$ cat src/rtl/fir_params.sv
// fir_params: constants shared by the FIR datapath and its sample feeder.
// FLUSH state only exists when FIR_FEEDER_FLUSH_EN is defined.
package fir_params;

  localparam int IN_WIDTH = 16;
  localparam int N_TAPS   = 16;

`ifdef FIR_FEEDER_FLUSH_EN
  typedef enum logic [1:0] {
    IDLE,
    RUN,
    FLUSH
  } feeder_state_t;
`else
  typedef enum logic [1:0] {
    IDLE,
    RUN
  } feeder_state_t;
`endif

endpackage

$ cat src/rtl/fir_sample_feeder_if.sv
// fir_sample_feeder_if: host write channel and FIR sample channel of the feeder.
// The slave modport is the feeder itself, the master modport its environment.
interface fir_sample_feeder_if;
  import fir_params::*;

  logic                       wr_valid;
  logic                       wr_ready;
  logic signed [IN_WIDTH-1:0] wr_data;
  logic                       in_valid;
  logic                       in_ready;
  logic signed [IN_WIDTH-1:0] sample_in;

  modport slave (
    input  wr_valid,
    input  wr_data,
    input  in_ready,
    output wr_ready,
    output in_valid,
    output sample_in
  );

  modport master (
    output wr_valid,
    output wr_data,
    output in_ready,
    input  wr_ready,
    input  in_valid,
    input  sample_in
  );

endinterface

$ cat src/rtl/fir_sample_fifo.sv
// fir_sample_fifo: power-of-two sample FIFO whose popped word lands in a head
// register, so the consumer always sees a registered sample.
module fir_sample_fifo #(
  parameter int DEPTH    = 8,
  parameter int IN_WIDTH = 16
) (
  input  logic                       clk,
  input  logic                       rst_n,
  input  logic                       wr_en,
  input  logic signed [IN_WIDTH-1:0] wr_data,
  input  logic                       rd_en,
  output logic signed [IN_WIDTH-1:0] head,
  output logic [$clog2(DEPTH):0]     count
);
  localparam int PW = $clog2(DEPTH);

  logic signed [IN_WIDTH-1:0] mem [DEPTH];
  logic [PW-1:0]              wr_ptr;
  logic [PW-1:0]              rd_ptr;

  // Storage array; a write into the slot being read returns the old word.
  always_ff @(posedge clk) begin
    if (wr_en) begin
      mem[wr_ptr] <= wr_data;
    end
  end

  // Pointers wrap naturally at DEPTH; count spans 0..DEPTH.
  always_ff @(posedge clk or negedge rst_n) begin
    if (!rst_n) begin
      wr_ptr <= '0;
      rd_ptr <= '0;
      head   <= '0;
      count  <= '0;
    end else begin
      if (wr_en) begin
        wr_ptr <= wr_ptr + PW'(1);
      end
      if (rd_en) begin
        rd_ptr <= rd_ptr + PW'(1);
        head   <= mem[rd_ptr];
      end
      case ({wr_en, rd_en})
        2'b10:   count <= count + (PW + 1)'(1);
        2'b01:   count <= count - (PW + 1)'(1);
        default: count <= count;
      endcase
    end
  end

endmodule

$ cat src/rtl/fir_sample_feeder.sv
// fir_sample_feeder: buffers host samples and streams blocks of block_len
// samples to the FIR input; FIR_FEEDER_FLUSH_EN appends N_TAPS-1 zeros.
module fir_sample_feeder
  import fir_params::*;
#(
  parameter int DEPTH     = 8,
  parameter int LEN_WIDTH = 16
) (
  input  logic                 clk,
  input  logic                 rst_n,
  fir_sample_feeder_if.slave   bus,
  input  logic                 start,
  input  logic [LEN_WIDTH-1:0] block_len,
  output logic                 busy,
  output logic                 done
);
  localparam int                   CW         = $clog2(DEPTH) + 1;
  localparam logic [CW-1:0]        FULL_COUNT = CW'(DEPTH);
  localparam logic [LEN_WIDTH-1:0] LEN_ONE    = LEN_WIDTH'(1);

  feeder_state_t              state_q;
  feeder_state_t              state_d;
  logic [CW-1:0]              fifo_count;
  logic signed [IN_WIDTH-1:0] fifo_head;
  logic [LEN_WIDTH-1:0]       load_left_q;
  logic [LEN_WIDTH-1:0]       xfer_left_q;
  logic                       in_valid_q;
  logic                       done_q;
  logic                       pop;
  logic                       xfer;
  logic                       last_xfer;
  logic                       wr_en;
  logic                       wr_ready_w;

`ifdef FIR_FEEDER_FLUSH_EN
  localparam int            FW          = $clog2(N_TAPS) + 1;
  localparam logic [FW-1:0] FLUSH_ZEROS = FW'(N_TAPS - 1);
  logic [FW-1:0]            flush_left_q;
`endif

  assign xfer       = in_valid_q && bus.in_ready;
  assign last_xfer  = xfer && (xfer_left_q == LEN_ONE);
  assign wr_ready_w = (fifo_count != FULL_COUNT) || pop;
  assign wr_en      = bus.wr_valid && wr_ready_w;

  fir_sample_fifo #(
    .DEPTH    (DEPTH),
    .IN_WIDTH (IN_WIDTH)
  ) u_fifo (
    .clk     (clk),
    .rst_n   (rst_n),
    .wr_en   (wr_en),
    .wr_data (bus.wr_data),
    .rd_en   (pop),
    .head    (fifo_head),
    .count   (fifo_count)
  );

  // State register.
  always_ff @(posedge clk or negedge rst_n) begin
    if (!rst_n) begin
      state_q <= IDLE;
    end else begin
      state_q <= state_d;
    end
  end

  // Next state, plus the pop that refills the output register when it is free.
  always_comb begin
    state_d = state_q;
    pop     = 1'b0;
    case (state_q)
      IDLE: begin
        if (start && (block_len != '0)) begin
          state_d = RUN;
        end
      end
      RUN: begin
        pop = (fifo_count != '0) && (load_left_q != '0) &&
              (!in_valid_q || bus.in_ready);
        if (last_xfer) begin
`ifdef FIR_FEEDER_FLUSH_EN
          state_d = FLUSH;
`else
          state_d = IDLE;
`endif
        end
      end
`ifdef FIR_FEEDER_FLUSH_EN
      FLUSH: begin
        if (xfer && (flush_left_q == FW'(1))) begin
          state_d = IDLE;
        end
      end
`endif
      default: state_d = IDLE;
    endcase
  end

  // Block counters, registered in_valid and the one-cycle done pulse.
  always_ff @(posedge clk or negedge rst_n) begin
    if (!rst_n) begin
      load_left_q  <= '0;
      xfer_left_q  <= '0;
      in_valid_q   <= 1'b0;
      done_q       <= 1'b0;
`ifdef FIR_FEEDER_FLUSH_EN
      flush_left_q <= '0;
`endif
    end else begin
      done_q <= 1'b0;
      case (state_q)
        IDLE: begin
          if (start) begin
            load_left_q <= block_len;
            xfer_left_q <= block_len;
            done_q      <= (block_len == '0);
          end
        end
        RUN: begin
          if (pop) begin
            load_left_q <= load_left_q - LEN_ONE;
          end
          if (xfer) begin
            xfer_left_q <= xfer_left_q - LEN_ONE;
          end
          if (last_xfer) begin
`ifdef FIR_FEEDER_FLUSH_EN
            in_valid_q   <= 1'b1;
            flush_left_q <= FLUSH_ZEROS;
`else
            in_valid_q   <= 1'b0;
            done_q       <= 1'b1;
`endif
          end else if (pop) begin
            in_valid_q <= 1'b1;
          end else if (xfer) begin
            in_valid_q <= 1'b0;
          end
        end
`ifdef FIR_FEEDER_FLUSH_EN
        FLUSH: begin
          if (xfer) begin
            if (flush_left_q == FW'(1)) begin
              in_valid_q <= 1'b0;
              done_q     <= 1'b1;
            end else begin
              flush_left_q <= flush_left_q - FW'(1);
            end
          end
        end
`endif
        default: begin
          in_valid_q <= 1'b0;
        end
      endcase
    end
  end

  assign busy         = (state_q != IDLE);
  assign done         = done_q;
  assign bus.wr_ready = wr_ready_w;
  assign bus.in_valid = in_valid_q;
`ifdef FIR_FEEDER_FLUSH_EN
  assign bus.sample_in = (state_q == FLUSH) ? '0 : fifo_head;
`else
  assign bus.sample_in = fifo_head;
`endif

endmodule

$ cat src/flat_wrapper.sv
// flat-port wrapper written by rule: the top's interface ports become plain ports
module fir_sample_feeder_flat import fir_params::*;
#(
  parameter int DEPTH     = 8,
  parameter int LEN_WIDTH = 16
)
  (clk, rst_n, start, block_len, busy, done, bus_wr_valid, bus_wr_data, bus_in_ready, bus_wr_ready, bus_in_valid, bus_sample_in);
  fir_sample_feeder_if bus_i ();
  input  logic clk;
  input  logic rst_n;
  input  logic start;
  input  logic [LEN_WIDTH-1:0] block_len;
  output logic busy;
  output logic done;
  input wire logic [$bits(bus_i.wr_valid)-1:0] bus_wr_valid;
  input wire logic [$bits(bus_i.wr_data)-1:0] bus_wr_data;
  input wire logic [$bits(bus_i.in_ready)-1:0] bus_in_ready;
  output wire logic [$bits(bus_i.wr_ready)-1:0] bus_wr_ready;
  output wire logic [$bits(bus_i.in_valid)-1:0] bus_in_valid;
  output wire logic [$bits(bus_i.sample_in)-1:0] bus_sample_in;
  assign bus_i.wr_valid = bus_wr_valid;
  assign bus_i.wr_data = bus_wr_data;
  assign bus_i.in_ready = bus_in_ready;
  assign bus_wr_ready = bus_i.wr_ready;
  assign bus_in_valid = bus_i.in_valid;
  assign bus_sample_in = bus_i.sample_in;
  fir_sample_feeder #(.DEPTH(DEPTH), .LEN_WIDTH(LEN_WIDTH)) u_core (.clk(clk), .rst_n(rst_n), .bus(bus_i), .start(start), .block_len(block_len), .busy(busy), .done(done));
endmodule
$ cat config.mk
export PLATFORM = sky130hd
export DESIGN_NAME = fir_sample_feeder_flat
export DESIGN_NICKNAME = d
export VERILOG_FILES = /design/src/rtl/fir_params.sv /design/src/rtl/fir_sample_feeder_if.sv /design/src/rtl/fir_sample_fifo.sv /design/src/rtl/fir_sample_feeder.sv /design/src/flat_wrapper.sv
export SDC_FILE = /design/constraint.sdc
export NUM_CORES = 1
export LEC_CHECK = 0
export CAP_MARGIN = 5
export CORE_MARGIN = 2
export CORE_UTILIZATION = 55
export DETAILED_ROUTE_END_ITERATION = 12
export DONT_BUFFER_PORTS = 1
export MAX_ROUTING_LAYER = met4
export PLACE_DENSITY = 0.73
export SYNTH_ARGS = -nofsm -noshare
export SYNTH_HDL_FRONTEND = slang
export SYNTH_SLANG_ARGS = --single-unit
$ cat constraint.sdc
create_clock -name clk -period 3.85 [get_ports clk]
set_input_delay 0.77 -clock clk [delete_from_list [all_inputs] [get_ports clk]]
set_output_delay 0.77 -clock clk [all_outputs]
set_load 0.02 [all_outputs]
==> impl_results.md <==
- Setup crit end: bus_wr_ready
- Critical path's largest stage delay: 710 ps
- Slew headroom: a little over a quarter
- Number of flops mapped to enable cells by yosys: 128
- Worst path arrival time: 2640 ps
- Fin nets: between 600 and 700
- CTS Buffer Depth: 2
- First-pass GRT wire length: 28100 um
- Reg clk slew, reported paths: 70 ps
- CP max-delay cell: nor2_1
- Crit-path max FO: 13
- Post-route ant nets: 0
- Final GP Congestion: 0.915
- Crit path kind: reg -> out
- Cts hold-fix bufs: 0
- CP endpoint kind: primary output
- Yosys warns: 0
- Number of top-level pins: 57
- TNS Setup: 0 ps
- Via/cell ratio: 6.48
- GRT Residual Overflow: 0
- Outcome: complete, no violations
- Total Wirelength: 17500 um
- Syn Inst Count: 568
- P&R area growth vs syn: 9.36%
- Die ar.: 16100 um^2
- Fill cell count: 1050
- CTS Sinks: 189
- Fraction of layout cells with a size suffix above 1: 18.1%
- Peak supply drop: 0.460 mV
- Via count: 4960
- Register area share after synthesis: 64.6%
- Max-capacitance violation count: 0
- 1st-iter DRT viols: 550
- Power per cell area: 744 nW/um^2
- Routed WL per cell: 22.9 um
- Die Wd: 127 um
- Clock Latency Late Sink: 430 ps
- Synth Area per Inst: 14.6 um^2
- Tmin final: 3410 ps
- Postcts setup bufs: 0
- Vias in the first global route: 5158
- R2R Setup Slk: 630 ps
- Port Buffer Count: 0
- Core area: approximately 15000 um^2
- Largest net degree at the start of global routing: 62
- Overall power: 0.00677 W
- Antenna violations before repair: 0
- Setup violators final: 0
- RSZ-0062 raised after global routing: false
- Slew Viols, Final: 0
- Worst-margin pin slew: between 1000 and 1500 ps
- Dpl hpwl: 11000 um
- Leak: 3.16 nW
- Cell variety after synth: 67
- N_diodes: 0
- Reg-to-reg startpoint: u_core.load_left_q[0]$_DFFE_PN0P_
- First-pass detailed-route iteration total: 5
- Setup crit start kind: flip-flop
- Final hold vios: 0
- Seq. cell area: 5370 um^2
- Cell Area, Synth: slightly above 8000 um^2
- Worst Setup SP: u_core.load_left_q[0]$_DFFE_PN0P_
- Hold Crit Class: in -> async
- H-tree Lvls: 4
- Syn_nets: 613
- Max Clock Skew: 6.87 ps
- Number of synthesized register bits: ~190
- # DRC: 0
- Starting Density: between 50% and 60%
- Asr flop ratio synth: between 30 and 40%
- Achievable frequency: 293 MHz
- Area of the multi-input gates: 2740 um^2
- Fin crit share: about 89%
- Number of buffers created by CTS: 17
- Gr usage total: around a quarter
- Reg2reg path depth: 10
- Worst-path cell chain: inv_1, ha_1, nor4b_1, and4_4, nor2_1, nor2_4, inv_2
- R2r endpoint: u_core.u_fifo.mem[1][2]$_DFFE_PP_
- CTS tree: built
- Required @ worst endpoint: 3080 ps
- Post_cts resized: 0
- Site Rows: 44
- DIE HEIGHT: 127 um
- Root Driver: clkbuf_16
- Ys flop type: edfxtp_1
==> cell type report <==
cell class,count,share of cell area (%)
multi-input cells,332,30.1
repair buffers,14,1.16
well taps,184,2.53
inverters,14,0.578
clock buffers,18,4.83
clock inverters,14,1.73
flip-flops and latches,189,59.1
==> sequential cells by signal, indices dropped and copies added, names as in the netlist <==
register,flops
u_core.u_fifo.head,16
u_core.u_fifo.wr_ptr,3
u_core.xfer_left_q,16
u_core.done,1
u_core.bus.in_valid,1
u_core.u_fifo.count,4
u_core.u_fifo.rd_ptr,3
u_core.state_q,1
u_core.load_left_q,16
u_core.u_fifo.mem,128
==> worst min-delay path by stage <==
stage                                                   from                             endpoint  slack (ps)  cells after the start
after floorplan           u_core.u_fifo.count[3]$_DFFE_PN0P_   u_core.u_fifo.count[3]$_DFFE_PN0P_         460                      1
after global placement                                 rst_n   u_core.load_left_q[13]$_DFFE_PN0P_         480                      0
after detailed placement                               rst_n   u_core.load_left_q[14]$_DFFE_PN0P_         480                      0
after CTS                                              rst_n  u_core.u_fifo.wr_ptr[1]$_DFFE_PN0P_          10                      0
after global routing                                   rst_n  u_core.u_fifo.rd_ptr[2]$_DFFE_PN0P_           6                      0
final                                                  rst_n      u_core.bus.in_valid$_DFFE_PN0P_          30                      0
==> synth_stat cells (all sizes together), types with 3 or more instances <==
cell type	instances	area, um^2
edfxtp	128	3840
dfrtp	61	1530
nand2	48	183
o21ai	34	174
mux4	32	721
nor2	29	116
mux2i	21	210
a21oi	17	85.1
clkbuf	17	93.8
buf	16	106
nor4	16	130
nor3	15	80.1
inv	14	52.6
nand3	13	75.1
xnor2	9	78.8
nand4	8	50.1
ha	7	87.6
a211oi	6	45.0
o211ai	6	45.0
o22ai	5	31.3
o31ai	5	37.5
a22oi	4	30.0
nor4b	4	35.0
or3	4	30.0
or4	4	30.0
a32oi	3	26.3
mux2	3	33.8
nand2b	3	18.8
o41ai	3	26.3
==> power breakdown <==
part | total [W] | switching (W) | internal, W
sequential | 0.00329 | 0.000625 | 0.00267
combinational | 0.00173 | 0.000882 | 0.000849
clock | 0.00174 | 0.000808 | 0.000937
==> worst max-delay path, delay by kind of cell (launching register included) <==
family / cells / cell delay [ps]
flops: 1 / 380
fa+ha+maj: 1 / 240
simple gates: 4 / 1300
buf+inv: 2 / 280
==> cells in the final DEF, fill, tap and decap left out, types with 3 or more instances in the layout <==
cell	count
o31ai_1	5
dfrtp_1	59
a211oi_1	6
clkbuf_16	17
nand3_1	11
or4_1	4
o22ai_1	5
clkinv_2	3
mux2_2	3
nor3_2	3
o41ai_1	3
o211ai_1	6
nor2_1	28
nor4_1	11
nand4_1	8
nor3_1	12
nand2_1	47
edfxtp_1	128
clkinv_4	4
ha_1	7
buf_4	14
xnor2_1	9
a32oi_1	3
mux2i_1	21
a21oi_1	17
nor4_2	3
mux4_2	32
inv_8	4
inv_1	13
a22oi_1	4
o21ai_0	32
or3_1	3
==> routing by layer <==
| layer | global-route usage [%] | part of all wire (%) | up-vias |
|---|---|---|---|
| li1 | - | - | 2225 |
| met1 | 29.0 | 40 | 2540 |
| met2 | 38.9 | 51 | 164 |
| met3 | 7.12 | 6.7 | 31 |
| met4 | 7.89 | 2.1 | 0 |
| met5 | - | 0 | - |
==> per-stage QoR <==
step                worst slack [ps]  area [um^2]  std cells  utilization (%)  hold WS [ps]
floorplan                        105         8320        568                -           457
global placement                 723         8500        733             58.0           478
detailed placement               641         8500        733             58.0           478
CTS                              438         9100        765             62.1          13.0
global route                     184         9100        765             62.1          5.53
finish                           438         9100        765             62.1          26.6
==> cell families (layout without fill, tap and decap cells) <==
group | Yosys count | after routing | synth area share [%]
DFF | 189 | 189 | 64.6
AOI/OAI and AO/OA | 105 | 105 | 8.60
adders and majority gates | 8 | 8 | 1.29
and+or+nand+nor | 152 | 152 | 9.75
muxes | 56 | 56 | 11.6
buffers and inverters | 47 | 60 | 3.04
xor gates and xnor gates | 11 | 11 | 1.16
(Power assumes the default switching activity.)
